===== config.mk =====
export PLATFORM = sky130hd
export DESIGN_NAME = hcsr04_emulador
export DESIGN_NICKNAME = d
export VERILOG_FILES = /design/src/rtl/hcsr04_pkg.sv /design/src/rtl/hcsr04_emulador_contador_m.sv /design/src/rtl/hcsr04_emulador.sv
export SDC_FILE = /design/constraint.sdc
export NUM_CORES = 1
export LEC_CHECK = 0
export ABC_AREA = 1
export BUFFER_PORTS_ARGS = -buffer_cell sky130_fd_sc_hd__buf_2
export CAP_MARGIN = 25
export CORE_UTILIZATION = 41
export DETAILED_ROUTE_END_ITERATION = 8
export PLACE_DENSITY = 0.68
export SLEW_MARGIN = 15
export SYNTH_ARGS = -nofsm -noshare
export SYNTH_HDL_FRONTEND = slang
export SYNTH_SLANG_ARGS = --single-unit

===== constraint.sdc =====
create_clock -name clock -period 4.7 [get_ports clock]
set_input_delay 1.175 -clock clock [delete_from_list [all_inputs] [get_ports clock]]
set_output_delay 1.175 -clock clock [all_outputs]
set_load 0.02 [all_outputs]

===== src/rtl/hcsr04_pkg.sv =====
`default_nettype none
// ============================================================================
//  Module      : hcsr04_pkg
//  Description : Shared state encoding and HC-SR04 timing constants for the
//                sensor emulator and the interface that talks to it.
//  Revision    : 1.0 - initial release
// ============================================================================
package hcsr04_pkg;

  // FSM state codes, also shown on db_estado
  typedef enum logic [3:0] {
    OCIOSO    = 4'd0,
    MEDE_TRIG = 4'd1,
    ESPERA    = 4'd2,
    ECO       = 4'd3,
    HOLDOFF   = 4'd4
  } estado_t;

  // Timing at 50 MHz
  localparam int TRIG_MIN_TICKS = 500;      // 10 us
  localparam int DELAY_TICKS    = 20000;    // 400 us
  localparam int CM_TICKS       = 2941;     // 58.82 us per cm, truncated
  localparam int DIST_MIN       = 2;
  localparam int DIST_MAX       = 400;
  localparam int TIMEOUT_TICKS  = 1900000;  // 38 ms
  localparam int HOLDOFF_TICKS  = 100000;   // 2 ms

  // Width needed to hold 0..m-1 (at least one bit)
  function automatic int cnt_width(input int m);
    return (m > 1) ? $clog2(m) : 1;
  endfunction

  function automatic int max3(input int a, input int b, input int c);
    int r;
    r = (a > b) ? a : b;
    return (r > c) ? r : c;
  endfunction

endpackage
`default_nettype wire


===== src/rtl/hcsr04_emulador_contador_m.sv =====
`default_nettype none
// ============================================================================
//  Module      : contador_m
//  Description : Generic wrap-around counter. Counts 0..ultimo while enabled,
//                asserts fim on the terminal value and wraps to 0 after it.
//                Synchronous clear has priority over enable.
//  Revision    : 1.0 - initial release
// ============================================================================
module contador_m #(
  parameter int M = 2,
  parameter int W = (M > 1) ? $clog2(M) : 1
) (
  input  logic         clock,
  input  logic         reset,
  input  logic         clr,
  input  logic         en,
  input  logic [W-1:0] ultimo,
  output logic         fim
);

  logic [W-1:0] valor_q;
  logic [W-1:0] valor_d;

  assign fim = (valor_q == ultimo);

  // Next count: clear, hold, step, or wrap at the terminal value
  always_comb begin
    valor_d = valor_q;
    if (clr) begin
      valor_d = '0;
    end else if (en) begin
      valor_d = fim ? '0 : valor_q + W'(1);
    end
  end

  // Count register
  always_ff @(posedge clock) begin
    if (reset) begin
      valor_q <= '0;
    end else begin
      valor_q <= valor_d;
    end
  end

endmodule
`default_nettype wire


===== src/rtl/hcsr04_emulador.sv =====
`default_nettype none
// ============================================================================
//  Module      : hcsr04_emulador
//  Description : Sensor-side emulation of an HC-SR04. Measures the trigger
//                pulse, waits the fixed delay, then returns an echo whose
//                width encodes the latched distance (or a timeout echo).
//  Revision    : 1.0 - initial release
// ============================================================================
module hcsr04_emulador #(
  parameter int TRIG_MIN_TICKS = hcsr04_pkg::TRIG_MIN_TICKS,
  parameter int DELAY_TICKS    = hcsr04_pkg::DELAY_TICKS,
  parameter int CM_TICKS       = hcsr04_pkg::CM_TICKS,
  parameter int DIST_MIN       = hcsr04_pkg::DIST_MIN,
  parameter int DIST_MAX       = hcsr04_pkg::DIST_MAX,
  parameter int TIMEOUT_TICKS  = hcsr04_pkg::TIMEOUT_TICKS,
  parameter int HOLDOFF_TICKS  = hcsr04_pkg::HOLDOFF_TICKS
) (
  input  logic       clock,
  input  logic       reset,
  input  logic       trigger,
  input  logic [8:0] distancia,
  output logic       echo,
  output logic       ocupado,
  output logic [3:0] db_estado
);
  import hcsr04_pkg::*;

  localparam int SH_M = max3(DELAY_TICKS, TIMEOUT_TICKS, HOLDOFF_TICKS);
  localparam int SH_W = cnt_width(SH_M);
  localparam int TK_W = cnt_width(CM_TICKS);
  localparam int CM_W = cnt_width(DIST_MAX);
  localparam int TG_W = $clog2(TRIG_MIN_TICKS + 1);

  logic            trig_m_q, trig_s_q;
  estado_t         estado_q, estado_d;
  logic            echo_q, echo_d;
  logic            ocupado_q, ocupado_d;
  logic            armado_q, armado_d;
  logic            tmo_q, tmo_d;
  logic [TG_W-1:0] trig_cnt_q, trig_cnt_d;
  logic [CM_W-1:0] cm_last_q, cm_last_d;

  logic            cnt_clr, sh_en, tk_en, cm_en;
  logic            sh_fim, tk_fim, cm_fim;
  logic [SH_W-1:0] sh_ultimo;

  // Two-flop synchronizer for the asynchronous trigger
  always_ff @(posedge clock) begin
    if (reset) begin
      trig_m_q <= 1'b0;
      trig_s_q <= 1'b0;
    end else begin
      trig_m_q <= trigger;
      trig_s_q <= trig_m_q;
    end
  end

  // Next-state and output decisions of the measurement FSM
  always_comb begin
    estado_d   = estado_q;
    echo_d     = echo_q;
    ocupado_d  = ocupado_q;
    armado_d   = armado_q;
    tmo_d      = tmo_q;
    trig_cnt_d = trig_cnt_q;
    cm_last_d  = cm_last_q;
    case (estado_q)
      OCIOSO: begin
        // Only a rising trigger is accepted: it must be seen low first
        if (!trig_s_q) begin
          armado_d = 1'b1;
        end else if (armado_q) begin
          estado_d   = MEDE_TRIG;
          trig_cnt_d = '0;
        end
      end
      MEDE_TRIG: begin
        if (trig_s_q) begin
          if (trig_cnt_q != TG_W'(TRIG_MIN_TICKS)) begin
            trig_cnt_d = trig_cnt_q + TG_W'(1);
          end
        end else if (trig_cnt_q >= TG_W'(TRIG_MIN_TICKS)) begin
          estado_d  = ESPERA;
          ocupado_d = 1'b1;
          tmo_d     = (distancia > 9'(DIST_MAX));
          if (distancia < 9'(DIST_MIN)) begin
            cm_last_d = CM_W'(DIST_MIN - 1);
          end else begin
            cm_last_d = CM_W'(distancia - 9'd1);
          end
        end else begin
          estado_d = OCIOSO;
        end
      end
      ESPERA: begin
        if (sh_fim) begin
          estado_d = ECO;
          echo_d   = 1'b1;
        end
      end
      ECO: begin
        if (tmo_q ? sh_fim : (tk_fim && cm_fim)) begin
          estado_d = HOLDOFF;
          echo_d   = 1'b0;
        end
      end
      HOLDOFF: begin
        if (sh_fim) begin
          estado_d  = OCIOSO;
          ocupado_d = 1'b0;
          armado_d  = 1'b0;
        end
      end
      default: begin
        estado_d  = OCIOSO;
        echo_d    = 1'b0;
        ocupado_d = 1'b0;
      end
    endcase
  end

  // FSM state and registered outputs
  always_ff @(posedge clock) begin
    if (reset) begin
      estado_q   <= OCIOSO;
      echo_q     <= 1'b0;
      ocupado_q  <= 1'b0;
      armado_q   <= 1'b0;
      tmo_q      <= 1'b0;
      trig_cnt_q <= '0;
      cm_last_q  <= '0;
    end else begin
      estado_q   <= estado_d;
      echo_q     <= echo_d;
      ocupado_q  <= ocupado_d;
      armado_q   <= armado_d;
      tmo_q      <= tmo_d;
      trig_cnt_q <= trig_cnt_d;
      cm_last_q  <= cm_last_d;
    end
  end

  // Counter control: every state starts its counts from zero
  always_comb begin
    cnt_clr   = (estado_d != estado_q);
    sh_en     = (estado_q == ESPERA) || (estado_q == HOLDOFF) ||
                ((estado_q == ECO) && tmo_q);
    tk_en     = (estado_q == ECO) && !tmo_q;
    cm_en     = tk_en && tk_fim;
    case (estado_q)
      ESPERA:  sh_ultimo = SH_W'(DELAY_TICKS - 1);
      ECO:     sh_ultimo = SH_W'(TIMEOUT_TICKS - 1);
      default: sh_ultimo = SH_W'(HOLDOFF_TICKS - 1);
    endcase
  end

  contador_m #(.M(SH_M), .W(SH_W)) u_cnt_sh (
    .clock (clock), .reset (reset), .clr (cnt_clr), .en (sh_en),
    .ultimo(sh_ultimo), .fim (sh_fim)
  );

  contador_m #(.M(CM_TICKS), .W(TK_W)) u_cnt_tick (
    .clock (clock), .reset (reset), .clr (cnt_clr), .en (tk_en),
    .ultimo(TK_W'(CM_TICKS - 1)), .fim (tk_fim)
  );

  contador_m #(.M(DIST_MAX), .W(CM_W)) u_cnt_cm (
    .clock (clock), .reset (reset), .clr (cnt_clr), .en (cm_en),
    .ultimo(cm_last_q), .fim (cm_fim)
  );

  assign echo      = echo_q;
  assign ocupado   = ocupado_q;
  assign db_estado = estado_q;

endmodule
`default_nettype wire


---- After elaboration in Yosys (flattened, before gate mapping) ----
Cells that the tools add are included.
word-level totals
  bits in registers ....................... 70
  output and inout port bits .............. 6
cells by class
  add/sub/neg operators ................... 5
  order comparisons ....................... 3
  equal/unequal tests ..................... 19
  muxes and demuxes ....................... 28
  bitwise operators ....................... 3
  reductions and logical operators ........ 18
operator list
  cell                   count
  $mux 9                 6
  $pmux 21 s2            1
  $mux 4                 6
  $add 21x1->21 const B  1
  $eq 21x21->1           1
  $mux 21                1
  $ne 2x2->1 const B     10
  $pmux 4 s5             1
  $add 9x1->9 const B    2
  $pmux 9 s2             1
  $add 12x1->12 const B  1
  $eq 12x12->1 const B   1
  $mux 12                1
  $eq 9x9->1             1
  $ge 9x9->1 const B     1
  $gt 9x9->1 const B     1
  $lt 9x2->1 const B     1
  $ne 9x9->1 const B     1
  $reduce_and 3->1       3
  $sub 9x1->9 const B    1
  $eq 4x2->1 const B     2
  $mux 1                 7
  $pmux 1 s3             2
  $reduce_or 3->1        2
  other kinds (14)       21

---- Depth between registers and ports, before layout ----
Gate-level depths: netlist of the first run.
  depth after elaboration ................. 8
  mapped depth ............................ 16

---- Cells and area by module ----
From an unflattened synthesis of the first run, not the netlist that was laid out.
unflattened totals
  cell total of the unflattened synthesis .. 693
  area, all modules ....................... 4430.5 um2
by module, submodules not included
  module                    times used  cells each  area an instance (um2)  sequential area each (um2)
  hcsr04_emulador           1           258         1636.6                  560.5
  contador_m at u_cnt_sh    1           236         1442.6                  420.4
  contador_m at u_cnt_tick  1           121         777.0                   240.2
  contador_m at u_cnt_cm    1           78          574.3                   180.2

---- Least setup slack after synthesis of the first run ----
No wires, ideal clock.
  kind .................................... input to register
  start ................................... input port distancia[0]
  end ..................................... register cm_last_q[8]
  library setup time ...................... 0.130 ns
  data arrival time ....................... 2.015 ns
  data required time ...................... 4.570 ns
  setup slack ............................. 2.556 ns
  cell stages on the path ................. 9
  cell sequence ........................... inv_1 > ha_1 > inv_1 > nor2_1 > inv_1 > nor4_1 > o21ai_0 > a31oi_1 > a211oi_1
on the way
  word-level cells in the longest chain between the ends .. 2
  elaborated cells between the ends (all ways) .. 3
  those cells by class .................... add/sub: 1; order compare: 1; mux: 1
RTL lines
  element                                           line                                          text
  from (decl)                                       hcsr04_emulador.sv:21                         input logic [8:0] distancia,
  $sub 9x1->9 / $lt 9x2->1 (equally long branches)  hcsr04_emulador.sv:89, hcsr04_emulador.sv:86
  $mux 9 (*)                                        hcsr04_emulador.sv:86                         if (distancia < 9'(DIST_MIN)) begin
  to (signal assigned)                              hcsr04_emulador.sv:139                        cm_last_q <= cm_last_d;
  to (decl)                                         hcsr04_emulador.sv:41                         logic [CM_W-1:0] cm_last_q, cm_last_d;
Every way passes the cells marked *; elsewhere a longest branch is shown, timed or not.
A chain may end at the register's enable or synchronous reset.

---- Worst setup path after layout of the first run ----
  start ................................... register estado_q[1] (netlist: db_estado[1])
  end ..................................... register u_cnt_sh.valor_q[3]
on the way
  word-level cells in the longest chain between the ends .. 8
  elaborated cells between the ends (all ways) .. 21
  those cells by class .................... eq/ne: 6; mux: 10; reduce/logical: 5
RTL lines
  element                           line                              text
  from (decl)                       hcsr04_emulador.sv:35             estado_t estado_q, estado_d;
  from (signal assigned)            hcsr04_emulador.sv:133            estado_q <= estado_d;
  $eq 4x2->1 (on tied branches)     --
  $pmux 21 s2                       hcsr04_emulador.sv:150            case (estado_q)
  $eq 21x21->1                      hcsr04_emulador_contador_m.sv:24  assign fim = (valor_q == ultimo);
  $mux 1                            hcsr04_emulador.sv:102            if (tmo_q ? sh_fim : (tk_fim && cm_fim)) begin
  $mux 4                            hcsr04_emulador.sv:102
  $pmux 4 s5                        hcsr04_emulador.sv:67             case (estado_q)
  $ne 4x4->1                        hcsr04_emulador.sv:145            cnt_clr = (estado_d != estado_q);
  $reduce_or 2->1 (no source line)  --
  to (signal assigned)              hcsr04_emulador_contador_m.sv:41  valor_q <= valor_d;
  to (decl)                         hcsr04_emulador_contador_m.sv:21  logic [W-1:0] valor_q;
Parallel ways exist; a longest one is shown, timed or not.

==> impl_metrics.yaml, run 1 <==
synthesis:
  synth_adder_area_share_pct: 1.90
  async_flop_share_pct: 0
  synth_xor_area_share_pct: 5.88
  syn_area_sq_mm: 0.00462
  synth_top_flop_cell: "dfxtp_1"
  synth_edf_count: 0
  synth_top_family_by_area: "simple AND/OR/NAND/NOR gates"
  synth-simple-area-share_pct: 43.2
  netlist_instances: 669
  synth_compound_area_share_pct: 7.21
  muxShareOfSynthArea_pct: 0.244
  syn_nets: 688
  avgSynthCellArea_sq_um: 6.90
  ys_seq_area_share_pct: 30.4
  synth.distinct_cells: 44
  ys_ff_latch: 70
  ys_warn_count: 0
placement:
  io_buffer_count: 17
  gp_congestion: 0.932
  dp_cells: 810
  dp_hpwl_microns: 7790
floorplanning:
  ios: 18
  die_w_microns: 108
  num_rows: 38
  core_region_area_sq_mm: 0.0109
  dieArea_sq_mm: 0.0117
  die_h_microns: 108
  start_util_pct: 42.4
grt:
  grt_first_pass_wirelength_microns: 17900
  grt.total_usage_pct: 19.1
  grt_max_degree: 43
  overflow: 0
  antenna_found_initial: 0
  first_global_vias: 3919
layout:
  final_net_count: 700
  layout_common_cells: "nand2_1, inv_1, dfxtp_1"
  area_growth_pct: 7.26
  utilization_pct: 45.5
  final_common_cell: "nand2_1"
  final_cells: 826
  drive_gt1_share_pct: 16.3
  antenna_cells: 0
cts:
  cts_tree: "yes"
  clock-sinks: 70
  cts_root_buffer: "clkbuf_8"
  cts.clk_slew.worst_paths_ns: 0.09
  clock_latency_ns: 0.35
  cts_max_level: 3
  cts_made_buffers: 9
  clockBufferDepth: 2
  post_cts_resized: 0
  postCtsSetupBuffers: 0
  ctsHoldBuffers: 0
routing:
  vias: 4176
  viasPerCell: 5.06
  postRouteAntennaNets: 0
  route.final.wire_length_microns: 10400
  drtIter0Drc: 197
  drc: 0
  routedWlPerCell_microns: 12.6
  dr.pass1.iters: 4
timing:
  setup_viol: 0
  period_needed_ns: 2.81
  rsz0062_at_grt: "false"
  fin_setup_tns_ns: 0
  fin_skew_ns: 0.0130
  maxSlewViolCount: 0
  tightest_slew_ns: 0.711
  final_hold_viol_count: 0
  relSlewSlack_pct: 52.4
  clock.fmax_mhz: 356
  min_period_over_period_pct: 59.7
worst_setup_path:
  cp_cell_sequence: "nand2_4 -> inv_4 -> nand2_4 -> nor2_1 -> nor2_1 -> nor2_2 -> nand3_2 -> nand3_2 -> nand3_1 -> nand2_2 -> buf_4 -> nor3_2"
  arrival_ns: 3.01
  start_kind: "register"
  cp_max_fo: 24
  end_kind: "register"
  critPathMaxStageDelay_ns: 0.58
  rrSetupSlack_ns: 1.89
  worstSetupPathType: "reg -> reg"
  crit_slowest_cell: "dfxtp_1"
  crit_required_ns: 4.90
power:
  power.total_mw: 1.17
  power_frac_clock_pct: 44.7
  combPwrFrac_pct: 4.1
  power_density_mw_per_mm2: 235
  p_leak_nw: 1.96
  p_switching_mw: 0.281
  p_int_mw: 0.885
  p_seq_share_pct: 51.2
  switching_share_pct: 24.1
  ir_drop_mv: 0.153
job:
  drv_cap: 0
min_path:
  hp-class: "reg -> reg"
status:
  status: "finished clean"
==> routing by layer <==
layer  global-route usage [%]  wire, microns  vias to the layer above
met1                     24.3           4690                     1894
met5                        0              0                        -
li1                         -              -                     2170
met4                     5.38             94                        0
met2                     33.0           5030                      105
met3                     3.38            585                        7
==> synthesized netlist by cell type (all sizes together), types with 5 or more instances <==
cell type / n / area [sq um]
dfxtp: 70 / 1400
nand4: 14 / 87.6
xor2: 23 / 201
clkbuf: 5 / 18.8
nand2: 168 / 668
buf: 12 / 123
o21ai: 18 / 90.1
nand3: 55 / 305
ha: 7 / 87.6
a21oi: 25 / 133
a31oi: 5 / 37.5
inv: 99 / 374
nor3: 63 / 532
nor2: 75 / 328
xnor2: 8 / 70.1
or2: 5 / 31.3
==> metrics by stage <==
stage               cell area [sq um]  hold WS, ns  worst slack (ns)
floorplan                        4620        0.388              2.56
global placement                 4740        0.393              2.00
detailed placement               4740        0.396              1.92
CTS                              4950        0.408              1.90
global route                     4950        0.438              1.62
finish                           4950        0.405              1.89
==> kinds of logic after synthesis <==
family                   count (synthesis)
buffers and inverters                  116
AO/OA/AOI/OAI                           57
adder cells (fa/ha/maj)                  7
multiplexers                             1
AND/OR/NAND/NOR                        386
other                                    1
flip-flops                              70
XOR/XNOR                                31
==> power by group through the flow <==
| stage | combinational, mW | sequential (mW) | clock, mW |
|---|---|---|---|
| 2_1_floorplan | 0.0382 | 0.612 | 0 |
| 3_3_place_gp | 0.0467 | 0.611 | 0 |
| 4_1_cts | 0.0480 | 0.597 | 0.537 |
| 5_1_grt | 0.0535 | 0.598 | 0.561 |
| 3_5_place_dp | 0.0480 | 0.611 | 0 |
| 6_report | 0.0477 | 0.597 | 0.521 |
==> state kept, by name, summed over array words and instances, names as in the netlist <==
name                cells
ocupado                 1
trig_s_q                1
cm_last_q               9
tmo_q                   1
trig_m_q                1
echo                    1
db_estado               4
u_cnt_cm.valor_q        9
u_cnt_sh.valor_q       21
trig_cnt_q              9
u_cnt_tick.valor_q     12
armado_q                1
==> worst paths after layout <==
check                                           end          from  cells past startpoint
worst max-delay path            u_cnt_sh.valor_q[3]  db_estado[1]                     12
worst min-delay path                       trig_s_q      trig_m_q                      2
worst max register to register  u_cnt_sh.valor_q[3]  db_estado[1]                     12
worst min register to register             trig_s_q      trig_m_q                      2
==> cell type report <==
type,count,area (sq um)
multi-input combinational,483,2700
sequential,70,1400
fill,1137,5940
inverter,99,374
timing repair buffer,18,92.6
tap,140,175
clock inverter,4,53.8
clock buffer,12,155
==> critical path, delay by kind of cell, from the launching register on <==
kind                   cells  cell delay (ns)
buffers and inverters      2             0.55
DFF                        1             0.58
and+or+nand+nor           10             1.52
No activity file was read; power rests on OpenSTA's default activity.
==> inputs of run 2 (changes only) <==
- PLACE_DENSITY: 0.68 -> 0.7
- clock period: 4.7 -> 2.4 ns (I/O delays scaled with it)
==> impl_metrics.yaml, run 2 (same netlist as run 1, synthesis figures left out) <==
min_path:
  min_delay_path_depth: 2
  hp-class: "reg -> reg"
power:
  p_int_mw: 1.70
  power.total_mw: 2.25
  p_leak_nw: 2.01
  combPwrFrac_pct: 4.5
  power_density_mw_per_mm2: 447
  power_frac_clock_pct: 43.5
  p_seq_share_pct: 52.0
  p_switching_mw: 0.550
  switching_share_pct: 24.4
  ir_drop_mv: 0.457
timing:
  whs_ns: 0.407
  fin_setup_tns_ns: 0
  setup_viol: 0
  fin_skew_ns: 0.0102
  tightest_slew_ns: 0.575
  clock.fmax_mhz: 461
  relSlewSlack_pct: 61.4
  final_hold_viol_count: 0
  min_period_over_period_pct: 90.3
  period_needed_ns: 2.17
  maxSlewViolCount: 0
  rsz0062_at_grt: "false"
cts:
  cts_root_buffer: "clkbuf_8"
  cts.clk_slew.worst_paths_ns: 0.08
  clock-sinks: 70
  cts_made_buffers: 9
  post_cts_resized: 0
  clock_latency_ns: 0.36
  ctsHoldBuffers: 0
  cts_tree: "yes"
  cts_max_level: 3
  clockBufferDepth: 2
  postCtsSetupBuffers: 0
worst_setup_path:
  crit_required_ns: 2.64
  crit_buf_inv: 1
  critPathTopFamily: "simple AND/OR/NAND/NOR gates"
  crit_slowest_cell: "dfxtp_1"
  worstRegToRegCells: 12
  end_kind: "register"
  cp_max_fo: 42
  start_kind: "register"
  critPathMaxStageDelay_ns: 0.48
  cp_common_cell: "nand2_1"
  cp_cell_sequence: "nand2_4 -> nor2_8 -> nand2_1 -> nand2_1 -> nand2_1 -> nor2_2 -> nand2_1 -> nand2_1 -> nand3_2 -> nand2_4 -> buf_12 -> nor3_2"
  worst-path-stages: 12
  arrival_ns: 2.41
  worstSetupPathType: "reg -> reg"
job:
  drv_cap: 0
grt:
  grt.total_usage_pct: 19.2
  antenna_found_initial: 0
  grt_first_pass_wirelength_microns: 17900
  grt_max_degree: 43
  overflow: 0
  first_global_vias: 4009
layout:
  final_common_cell: "nand2_1"
  top_regs: "u_cnt_sh.valor_q: 21 flops, u_cnt_tick.valor_q: 12 flops"
  area_growth_pct: 9.00
  layout_common_cells: "nand2_1, inv_1, dfxtp_1"
  top_register: "u_cnt_sh.valor_q"
  largest_reg_flops: 21
  antenna_cells: 0
  utilization_pct: 46.2
  final_net_count: 709
  drive_gt1_share_pct: 17.4
  fill_cells: 1107
floorplanning:
  ios: 18
  core_region_area_sq_mm: 0.0109
  start_util_pct: 42.4
  die_h_microns: 108
  dieArea_sq_mm: 0.0117
  die_w_microns: 108
  num_rows: 38
routing:
  routedWlPerCell_microns: 12.1
  viasPerCell: 5.11
  drtIter0Drc: 149
  drc: 0
  postRouteAntennaNets: 0
  dr.pass1.iters: 4
  vias: 4264
  route.final.wire_length_microns: 10100
placement:
  io_buffer_count: 17
  dp_hpwl_microns: 7650
  gp_congestion: 0.868
status:
  status: "finished clean"
run 2: cell count changes in the layout (fill, tap and decap cells not counted), sizes merged:
cell,change
buf,+9
clkbuf,-2
clkinv,+1
run 2: power by group through the flow:
stage | Clock, mW | Sequential [mW] | Combinational [mW]
2_1_floorplan | 0 | 1.20 | 0.0749
3_3_place_gp | 0 | 1.20 | 0.0989
3_5_place_dp | 0 | 1.20 | 0.102
4_1_cts | 1.00 | 1.17 | 0.102
5_1_grt | 1.05 | 1.17 | 0.113
6_report | 0.979 | 1.17 | 0.101
run 2: worst register-to-register path: stages, from the launching register on:
cell and delay [ns]:
dfxtp_1 0.48, nand2_4 0.13, nor2_8 0.22, nand2_1 0.07, nand2_1 0.07, nand2_1 0.06
nor2_2 0.13, nand2_1 0.16, nand2_1 0.16, nand3_2 0.11, nand2_4 0.08, buf_12 0.27
nor3_2 0.11
run 2: area by class of cell:
cell class / instances / area [sq um] / share of cell area, %
multi-input combinational: 483 / 2700 / 53.7
sequential: 70 / 1400 / 27.8
inverter: 99 / 374 / 7.43
timing repair buffer: 27 / 185 / 3.68
tap: 140 / 175 / 3.48
clock buffer: 10 / 138 / 2.73
clock inverter: 5 / 58.8 / 1.17
run 2: final timing paths:
| check | from | to | slack, ns |
|---|---|---|---|
| setup / recovery | db_estado[1] | u_cnt_sh.valor_q[18] | 0.23 |
| hold / removal | trig_m_q | trig_s_q | 0.41 |
| setup reg to reg | db_estado[1] | u_cnt_sh.valor_q[18] | 0.23 |
| hold reg to reg | trig_m_q | trig_s_q | 0.41 |
run 2: through the flow:
step	instances	area (sq um)	setup WS (ns)
6_report	834	5030	0.232
5_1_grt	834	5030	0.0511
4_1_cts	834	5030	0.227
3_5_place_dp	819	4840	0.254
3_3_place_gp	819	4840	0.297
2_1_floorplan	669	4620	0.499
run 2: routing by layer:
layer,track usage (%),share of wire [%],vias to the layer above
li1,-,-,2184
met2,31.8,47,100
met1,24.1,47,1968
met5,0,0,-
met3,4.52,4.7,12
met4,7.24,1.4,0
==> inputs of run 3 (changes only) <==
- PLACE_DENSITY: 0.7 -> 0.68
==> impl_metrics.yaml, run 3 (same netlist as run 1, synthesis figures left out) <==
grt:
  grt_first_pass_wirelength_microns: 18300
  first_global_vias: 4073
  grt_max_degree: 43
  overflow: 0
  antenna_found_initial: 0
  grt.total_usage_pct: 19.7
min_path:
  hp-class: "reg -> reg"
layout:
  final_net_count: 707
  utilization_pct: 46.1
  layout_common_cells: "nand2_1, inv_1, dfxtp_1"
  largest_reg_flops: 21
  final_common_cell: "nand2_1"
  final_cells: 833
  antenna_cells: 0
  fill_cells: 1140
  top_register: "u_cnt_sh.valor_q"
  area_growth_pct: 8.81
  drive_gt1_share_pct: 17.3
  top_regs: "u_cnt_sh.valor_q: 21 flops, u_cnt_tick.valor_q: 12 flops"
placement:
  dp_hpwl_microns: 7790
  gp_congestion: 0.897
  dp_cells: 817
  io_buffer_count: 17
worst_setup_path:
  arrival_ns: 2.46
  crit_slowest_cell: "dfxtp_1"
  cp_max_fo: 42
  start_kind: "register"
  crit_buf_inv: 2
  critPathMaxStageDelay_ns: 0.57
  cp_cell_sequence: "nand2_4 -> inv_4 -> nand2_4 -> nor2_1 -> nor2_1 -> nor2_2 -> nand3_2 -> nand3_2 -> nand3_1 -> nand2_2 -> buf_12 -> nor3_1"
  critPathTopFamily: "simple AND/OR/NAND/NOR gates"
  worstSetupPathType: "reg -> reg"
  end_kind: "register"
  crit_required_ns: 2.63
floorplanning:
  ios: 18
  core_region_area_sq_mm: 0.0109
  start_util_pct: 42.4
  num_rows: 38
  die_h_microns: 108
  die_w_microns: 108
  dieArea_sq_mm: 0.0117
job:
  drv_cap: 0
cts:
  cts_tree: "yes"
  clock-sinks: 70
  ctsHoldBuffers: 0
  clockBufferDepth: 2
  cts_made_buffers: 9
  cts_root_buffer: "clkbuf_8"
  clock_latency_ns: 0.36
  cts_max_level: 3
  cts.clk_slew.worst_paths_ns: 0.08
timing:
  min_period_over_period_pct: 92.7
  clock.fmax_mhz: 449
  rsz0062_at_grt: "false"
  period_needed_ns: 2.22
  final_hold_viol_count: 0
  fin_setup_tns_ns: 0
  maxSlewViolCount: 0
  fin_skew_ns: 0.00955
  setup_viol: 0
power:
  p_leak_nw: 2.00
  power.total_mw: 2.24
  power_density_mw_per_mm2: 445
  ir_drop_mv: 0.452
routing:
  postRouteAntennaNets: 0
  dr.pass1.iters: 5
  vias: 4248
  drtIter0Drc: 177
  route.final.wire_length_microns: 10500
  routedWlPerCell_microns: 12.6
  viasPerCell: 5.10
  drc: 0
status:
  status: "finished clean"
## run 3: worst reg2reg max path, delay by kind of cell (launching register included)
family	cells	cell delay [ns]
DFF	1	0.57
buffers and inverters	2	0.38
and+or+nand+nor	10	1.15
## run 3: path summary, 6_finish.rpt
| kind | startpoint | endpoint | slack, ns | depth (start not counted) |
|---|---|---|---|---|
| worst max-delay path | db_estado[1] | u_cnt_tick.valor_q[6] | 0.18 | 12 |
| worst min-delay path | trig_m_q | trig_s_q | 0.41 | 2 |
| worst max register to register | db_estado[1] | u_cnt_tick.valor_q[6] | 0.18 | 12 |
| worst min register to register | trig_m_q | trig_s_q | 0.41 | 2 |
## run 3: cell type report
cell class | count | area [sq um] | area share [%]
clock buffers | 10 | 128 | 2.54
clock inverters | 6 | 70.1 | 1.39
inverters | 99 | 374 | 7.45
multi-input cells | 483 | 2710 | 53.8
flip-flops and latches | 70 | 1400 | 27.9
well taps | 140 | 175 | 3.49
repair buffers | 25 | 170 | 3.39
## run 3: timing repair
action                                  CTS  global route
endpoints found under the setup margin    0             1
buffers inserted                          0             0
gates resized for setup                   0             1
## run 3: where the power goes
| group | total (mW) | internal, mW | leakage [nW] | switching [mW] |
|---|---|---|---|---|
| Sequential | 1.17 | 1.17 | 0.565 | 0.00415 |
| Combinational | 0.101 | 0.0295 | 1.34 | 0.0710 |
| Clock | 0.966 | 0.485 | 0.0891 | 0.481 |
## run 3: per-stage QoR
stage	instance area [sq um]	hold slack [ns]	setup slack, ns
floorplan	4620	0.388	0.499
global placement	4820	0.395	0.232
detailed placement	4820	0.397	0.153
CTS	5020	0.409	0.132
global route	5020	0.426	0.0133
finish	5020	0.406	0.175
## run 3: metal layers
metal	GRT usage (%)	share of wire [%]
met1	23.9	47
met2	34.2	48
met3	4.28	4.3
met4	6.26	1.1
met5	0	0
